File: config.mk
export PLATFORM = sky130hd
export DESIGN_NAME = axis_spi_sched
export DESIGN_NICKNAME = d
export VERILOG_FILES = /design/src/rtl/axis_spi_pkg.sv /design/src/rtl/axis_spi_sched_rr_arbiter.sv /design/src/rtl/axis_spi_sched.sv
export SDC_FILE = /design/constraint.sdc
export NUM_CORES = 1
export LEC_CHECK = 0
export BUFFER_PORTS_ARGS = -buffer_cell sky130_fd_sc_hd__buf_2
export CORE_MARGIN = 4
export CORE_UTILIZATION = 42
export CTS_CLUSTER_DIAMETER = 80
export DETAILED_ROUTE_END_ITERATION = 16
export MAX_ROUTING_LAYER = met4
export PLACE_DENSITY = 0.81
export SETUP_SLACK_MARGIN = 0.2
export SLEW_MARGIN = 30
export SYNTH_ARGS = -nofsm -noshare
export SYNTH_HDL_FRONTEND = slang
export SYNTH_HIERARCHICAL = 1
export SYNTH_SLANG_ARGS = --single-unit
File: constraint.sdc
create_clock -name clk_i -period 2.7 [get_ports clk_i]
set_input_delay 0.54 -clock clk_i [delete_from_list [all_inputs] [get_ports clk_i]]
set_output_delay 0.54 -clock clk_i [all_outputs]
set_load 0.03 [all_outputs]
File: src/rtl/axis_spi_pkg.sv
// Shared types and width helpers for the AXI-Stream to SPI transaction scheduler.
package axis_spi_pkg;

    typedef enum logic [2:0] {
        ST_IDLE,
        ST_SETUP,
        ST_SEND,
        ST_WAIT_RX,
        ST_RESP,
        ST_HOLD
    } spi_sched_state_e;

    function automatic int unsigned clog2_ui(input int unsigned v);
        int unsigned w;
        w = 0;
        while ((32'd1 << w) < v) w++;
        return w;
    endfunction

    // Index width for N requesters; never zero so a 1-bit index always exists.
    function automatic int unsigned idx_width(input int unsigned n);
        return (n > 1) ? clog2_ui(n) : 1;
    endfunction

    function automatic int unsigned cnt_width(input int unsigned setup, input int unsigned idle);
        int unsigned m;
        m = (setup > idle) ? setup : idle;
        return clog2_ui(m + 1);
    endfunction

endpackage

File: src/rtl/axis_spi_sched_rr_arbiter.sv
// Combinational rotating-priority arbiter: first active request at or after ptr wins.
module rr_arbiter
    import axis_spi_pkg::*;
#(
    parameter int unsigned N_REQ = 4,
    parameter int unsigned IDX_W = 2
) (
    input  logic [N_REQ-1:0] req,
    input  logic [IDX_W-1:0] ptr,
    output logic [N_REQ-1:0] grant,
    output logic [IDX_W-1:0] idx,
    output logic             any
);

    logic [IDX_W-1:0] cand;

    always_comb begin
        grant = '0;
        idx   = '0;
        any   = 1'b0;
        cand  = '0;
        for (int unsigned off = 0; off < N_REQ; off++) begin
            cand = IDX_W'((32'(ptr) + off) % N_REQ);
            if (!any && req[cand]) begin
                any         = 1'b1;
                grant[cand] = 1'b1;
                idx         = cand;
            end
        end
    end

endmodule

File: src/rtl/axis_spi_sched.sv
// Round-robin scheduler sharing one SPI byte engine among N_REQ AXI-Stream requesters,
// with per-requester chip select, CS setup delay and inter-frame idle gap.
module axis_spi_sched
    import axis_spi_pkg::*;
#(
    parameter int unsigned N_REQ      = 4,
    parameter int unsigned DATA_WIDTH = 8,
    parameter int unsigned CS_SETUP   = 2,
    parameter int unsigned CS_IDLE    = 3
) (
    input  logic                        clk_i,
    input  logic                        arstn_i,
    input  logic [N_REQ-1:0]            req_tvalid,
    input  logic [N_REQ*DATA_WIDTH-1:0] req_tdata,
    input  logic [N_REQ-1:0]            req_tlast,
    output logic [N_REQ-1:0]            req_tready,
    output logic [N_REQ-1:0]            resp_tvalid,
    output logic [DATA_WIDTH-1:0]       resp_tdata,
    output logic                        resp_tlast,
    input  logic [N_REQ-1:0]            resp_tready,
    output logic                        eng_tx_valid,
    output logic [DATA_WIDTH-1:0]       eng_tx_data,
    input  logic                        eng_tx_ready,
    input  logic                        eng_rx_valid,
    input  logic [DATA_WIDTH-1:0]       eng_rx_data,
    output logic [N_REQ-1:0]            spi_cs_n_o,
    output logic                        busy_o,
    output logic                        err_o
);

    localparam int unsigned IDX_W = idx_width(N_REQ);
    localparam int unsigned CNT_W = cnt_width(CS_SETUP, CS_IDLE);

    spi_sched_state_e state_q, state_d;

    logic [IDX_W-1:0]      ptr_q;
    logic [IDX_W-1:0]      g_q;
    logic [N_REQ-1:0]      g_oh_q;
    logic [CNT_W-1:0]      cnt_q;
    logic                  tlast_q;
    logic [DATA_WIDTH-1:0] rx_q;
    logic                  err_q;

    logic [N_REQ-1:0]      arb_grant;
    logic [IDX_W-1:0]      arb_idx;
    logic                  arb_any;
    logic                  tx_hs;

    rr_arbiter #(
        .N_REQ (N_REQ),
        .IDX_W (IDX_W)
    ) u_arb (
        .req   (req_tvalid),
        .ptr   (ptr_q),
        .grant (arb_grant),
        .idx   (arb_idx),
        .any   (arb_any)
    );

    assign tx_hs      = req_tvalid[g_q] && eng_tx_ready;
    assign resp_tdata = rx_q;
    assign resp_tlast = tlast_q && (state_q == ST_RESP);
    assign busy_o     = (state_q != ST_IDLE);
    assign err_o      = err_q;

    always_comb begin
        state_d      = state_q;
        req_tready   = '0;
        resp_tvalid  = '0;
        eng_tx_valid = 1'b0;
        eng_tx_data  = req_tdata[32'(g_q)*DATA_WIDTH +: DATA_WIDTH];
        spi_cs_n_o   = '1;
        case (state_q)
            ST_IDLE: begin
                if (arb_any) state_d = ST_SETUP;
            end
            ST_SETUP: begin
                spi_cs_n_o = ~g_oh_q;
                if (cnt_q == '0) state_d = ST_SEND;
            end
            ST_SEND: begin
                spi_cs_n_o   = ~g_oh_q;
                eng_tx_valid = req_tvalid[g_q];
                req_tready   = g_oh_q & {N_REQ{eng_tx_ready}};
                if (tx_hs) state_d = ST_WAIT_RX;
            end
            ST_WAIT_RX: begin
                spi_cs_n_o = ~g_oh_q;
                if (eng_rx_valid) state_d = ST_RESP;
            end
            ST_RESP: begin
                spi_cs_n_o  = ~g_oh_q;
                resp_tvalid = g_oh_q;
                if (resp_tready[g_q]) state_d = tlast_q ? ST_HOLD : ST_SEND;
            end
            ST_HOLD: begin
                if (cnt_q == '0) state_d = ST_IDLE;
            end
            default: state_d = ST_IDLE;
        endcase
    end

    always_ff @(posedge clk_i) begin
        if (!arstn_i) begin
            state_q <= ST_IDLE;
            ptr_q   <= '0;
            g_q     <= '0;
            g_oh_q  <= '0;
            cnt_q   <= '0;
            tlast_q <= 1'b0;
            rx_q    <= '0;
            err_q   <= 1'b0;
        end else begin
            state_q <= state_d;
            // A strobe outside WAIT_RX has no owner: flag it and drop the byte.
            if (eng_rx_valid && (state_q != ST_WAIT_RX)) err_q <= 1'b1;
            case (state_q)
                ST_IDLE: begin
                    if (arb_any) begin
                        g_q    <= arb_idx;
                        g_oh_q <= arb_grant;
                        ptr_q  <= (arb_idx == IDX_W'(N_REQ - 1)) ? '0 : arb_idx + 1'b1;
                        cnt_q  <= CNT_W'(CS_SETUP - 1);
                    end
                end
                ST_SETUP: begin
                    if (cnt_q != '0) cnt_q <= cnt_q - 1'b1;
                end
                ST_SEND: begin
                    if (tx_hs) tlast_q <= req_tlast[g_q];
                end
                ST_WAIT_RX: begin
                    if (eng_rx_valid) rx_q <= eng_rx_data;
                end
                ST_RESP: begin
                    if (resp_tready[g_q] && tlast_q) cnt_q <= CNT_W'(CS_IDLE - 1);
                end
                ST_HOLD: begin
                    if (cnt_q != '0) cnt_q <= cnt_q - 1'b1;
                end
                default: ;
            endcase
        end
    end

endmodule

==> key figures <==
Power and ir drop
  – Max VDD drop: 614.1 uV
  – Cell area power density: 871.7 nW/um^2
  – Final Power: 2.105 mW
  – Pleak: 1.061 nW

Yosys
  – Asr flop ratio synth: 0
  – Mapped cell area: 1818 um^2
  – EDFF count, synth: 0
  – Sequential-to-total area share from yosys stat: 0.2533
  – Synth Instances: 201
  – Post-synth top flop: dfxtp_1
  – Main combinational cell family by area after synthesis: simple AND/OR/NAND/NOR gates
  – Post-synthesis mux area share: 0.2189
  – Post-synth top area share: 0.2533
  – Cell accounting for the most synthesized area: dfxtp_1
  – Net Count, Synth: 264
  – Post-synthesis adder-cell area fraction: 0.04818
  – Fraction of synthesized cell area in xor and xnor cells: 0
  – Synth top area cells: dfxtp_1 25%, mux4_2 16%, nand2_1 8.5%, a21boi_1 7.0%, ha_1 4.8%
  – Number of synthesized register bits: 23
  – Synth cell types: 49
  – Simple-gate area share of the yosys netlist: 0.2216
  – Synth warn: 6
  – Syn avg cell area: 9.045 um^2
  – Post-synthesis compound-gate area fraction: 0.2058

Route
  – Vias: 1881
  – Initial drt markers: 95
  – DR vias/cell: 5.532
  – Pre-antenna DRT Iters: 6
  – Remaining antenna violation count: 0
  – DRC viols: 0
  – Drt wl/cell: 14.45 um
  – Final wirelength: 4913 um

Floorplan
  – Die X: 73.79 um
  – Die H: 73.79 um
  – Core ar.: 4086 um^2
  – Initial Utilization: 0.4449
  – I/O pin count: 88
  – Die area: 5445 um^2
  – Row cnt: 23

Global routing
  – Initial antenna violation count: 0
  – Number of global-route vias before repair: 1822
  – All-Layer GR Usage: 0.1843
  – Pin count of the biggest net entering global routing: 26
  – GRT overflow: 0
  – Global-route wire length before repair: 7755 um

STA
  – Fmax: 403.4 MHz
  – Sum Neg Setup Slack: 0 ns
  – Final setup fails: 0
  – Actual slew at the worst max-slew pin: 0.4628 ns
  – Slew HR: 0.6911
  – Fin. Hold Viols: 0
  – Worst clock skew: 0.006550 ns
  – Slew Viols, Final: 0
  – Fin crit share: 0.9181
  – RSZ-0062 raised after global routing: true
  – Setup ws final: 0.2211 ns
  – Min Tclk post-route: 2.479 ns

Finish
  – ANT cells: 0
  – Area Overhead vs Synth: 32.83%
  – Nets@finish: 354
  – Layout cells sized above 1: 0.4552
  – Fill cell count: 370
  – Multi-input gate area: 1285 um^2
  – Storage cell area: 465.4 um^2

Clock network
  – TritonCTS buffer count: 3
  – H-tree levels: 1
  – Root Buffer: clkbuf_8
  – Worst-skew pair later-pin latency: 0.27 ns
  – Clock Path Buffers: 2
  – CTS tree: yes
  – CTS sink cnt: 23
  – Clock-pin slew on the worst setup and hold paths: 0.08 ns

Setup path
  – Crit path max fanout: 6
  – Critical register-to-register path startpoint: ptr_q[0]
  – CP Launch Type: flop
  – Largest delay share family, worst path: simple AND/OR/NAND/NOR gates
  – Flop2flop setup slack: 0.22 ns
  – Critical Path, Cell by Cell: inv_4, ha_4, mux4_2, nor4_1, nor2_1, a32o_1, ha_2, or3_1, a21boi_1
  – Critical path origin: ptr_q[0]
  – Buffers plus inverters on the worst setup path: 1
  – Max stage delay on crit path: 0.42 ns
  – Critical path type: flop to flop
  – WP data arrival: 2.68 ns
  – Critical Path Slowest Stage Cell: dfxtp_4
  – CP endpoint kind: flop
  – Worst path required time: 2.90 ns

Place
  – # port buffers: 87
  – GPL Wtd Cong: 0.8378
  – Dpl hpwl: 3830 um
  – Setup WS pre-CTS: 0.08653 ns

Job
  – Total of max-cap violations: 0

Hold path
  – Hold WC Path Type: flop to flop
  – HP Start: resp_tdata[6]

Status
  – Status: completed
==> area by class of cell <==
| type | count | area share |
|---|---|---|
| clock inverters | 1 | 0.002073 |
| clock buffers | 3 | 0.01710 |
| inverters | 10 | 0.01658 |
| repair buffers | 96 | 0.2135 |
| well taps | 50 | 0.02591 |
| multi-input cells | 157 | 0.5321 |
| flip-flops and latches | 23 | 0.1927 |
==> metrics by stage <==
stage / instance area [um^2] / utilization / std cells / hold WS (ns)
after floorplan: 1838 / - / 201 / 0.4522
after global placement: 2331 / 0.5704 / 334 / 0.4379
after detailed placement: 2331 / 0.5704 / 334 / 0.4469
after CTS: 2392 / 0.5854 / 339 / 0.4579
after global routing: 2415 / 0.5909 / 340 / 0.4797
final: 2415 / 0.5909 / 340 / 0.4558
==> sequential cells by signal, summed over array words and instances, names as in the netlist <==
name	flops
g_oh_q	4
err_o	1
g_q	2
ptr_q	2
resp_tdata	8
tlast_q	1
cnt_q	2
state_q	3
==> cell usage in the layout, fill, tap and decap left out, types with 2 or more instances in the layout <==
| cell type | instances |
|---|---|
| a21boi_1 | 17 |
| a21oi_1 | 4 |
| a22oi_1 | 8 |
| and2_1 | 7 |
| and3_1 | 4 |
| buf_2 | 87 |
| buf_4 | 8 |
| clkbuf_8 | 3 |
| dfxtp_1 | 21 |
| ha_1 | 5 |
| inv_1 | 6 |
| inv_2 | 2 |
| mux2_2 | 2 |
| mux2i_1 | 3 |
| mux4_2 | 15 |
| nand2_1 | 41 |
| nand3_1 | 2 |
| nor2_1 | 6 |
| nor2b_1 | 4 |
| nor3_2 | 2 |
| nor3b_1 | 2 |
| o21a_1 | 2 |
| o21ai_0 | 5 |
| o21ai_1 | 3 |
==> worst paths after layout <==
path / endpoint / cells after the start
setup / recovery: ptr_q[0] / 9
hold / removal: resp_tdata[6] / 2
setup reg to reg: ptr_q[0] / 9
hold reg to reg: resp_tdata[6] / 2
==> synth_stat cells (2+ instances only) <==
master    number
nand2_1       41
dfxtp_1       23
a21boi_1      17
mux4_2        13
a22oi_1        8
inv_1          8
and2_1         7
clkbuf_1       7
ha_1           7
nor2_1         6
o21ai_0        6
a21oi_1        4
and3_1         4
nor2b_1        4
mux2i_1        3
nor3b_1        3
buf_6          2
mux2_2         2
mux4_1         2
nand3_1        2
o21a_1         2
o21ai_1        2
o31ai_1        2
==> worst register-to-register path: cells and delay by family (launching register included) <==
kind            cells  cell delay (ns)
fa+ha+maj           2             0.45
flops               1             0.42
simple gates        3             0.74
compound gates      2             0.36
buf+inv             1             0.06
mux                 1             0.38
==> timing repair <==
action,in CTS,in global routing
setup buffers,1,1
endpoints found under the setup margin,4,5
hold buffers,0,0
gates resized for setup,2,6
==> logic make-up (layout without fill, tap and decap cells) <==
group / after synthesis / count (layout)
compound gates: 52 / 52
fa+ha+maj: 7 / 7
buf+inv: 21 / 110
flops: 23 / 23
mux: 20 / 20
simple gates: 78 / 78
==> power by group <==
| group | leakage, nW | total, mW | switching (mW) | internal, mW |
|---|---|---|---|---|
| logic | 0.847 | 1.36 | 0.768 | 0.594 |
| clock network | 0.0255 | 0.215 | 0.111 | 0.103 |
| registers | 0.189 | 0.529 | 0.109 | 0.420 |
| total | 1.06 | 2.11 | 0.988 | 1.12 |
==> layer usage <==
metal	routed length, um	GRT usage	share of wire	vias up
met1	2007	0.2125	0.41	869
met2	2421	0.3258	0.49	87
met3	414	0.04514	0.084	7
met5	0	-	0	-
li1	-	-	-	918
met4	70	0.03219	0.014	0
(Power assumes the default switching activity.)
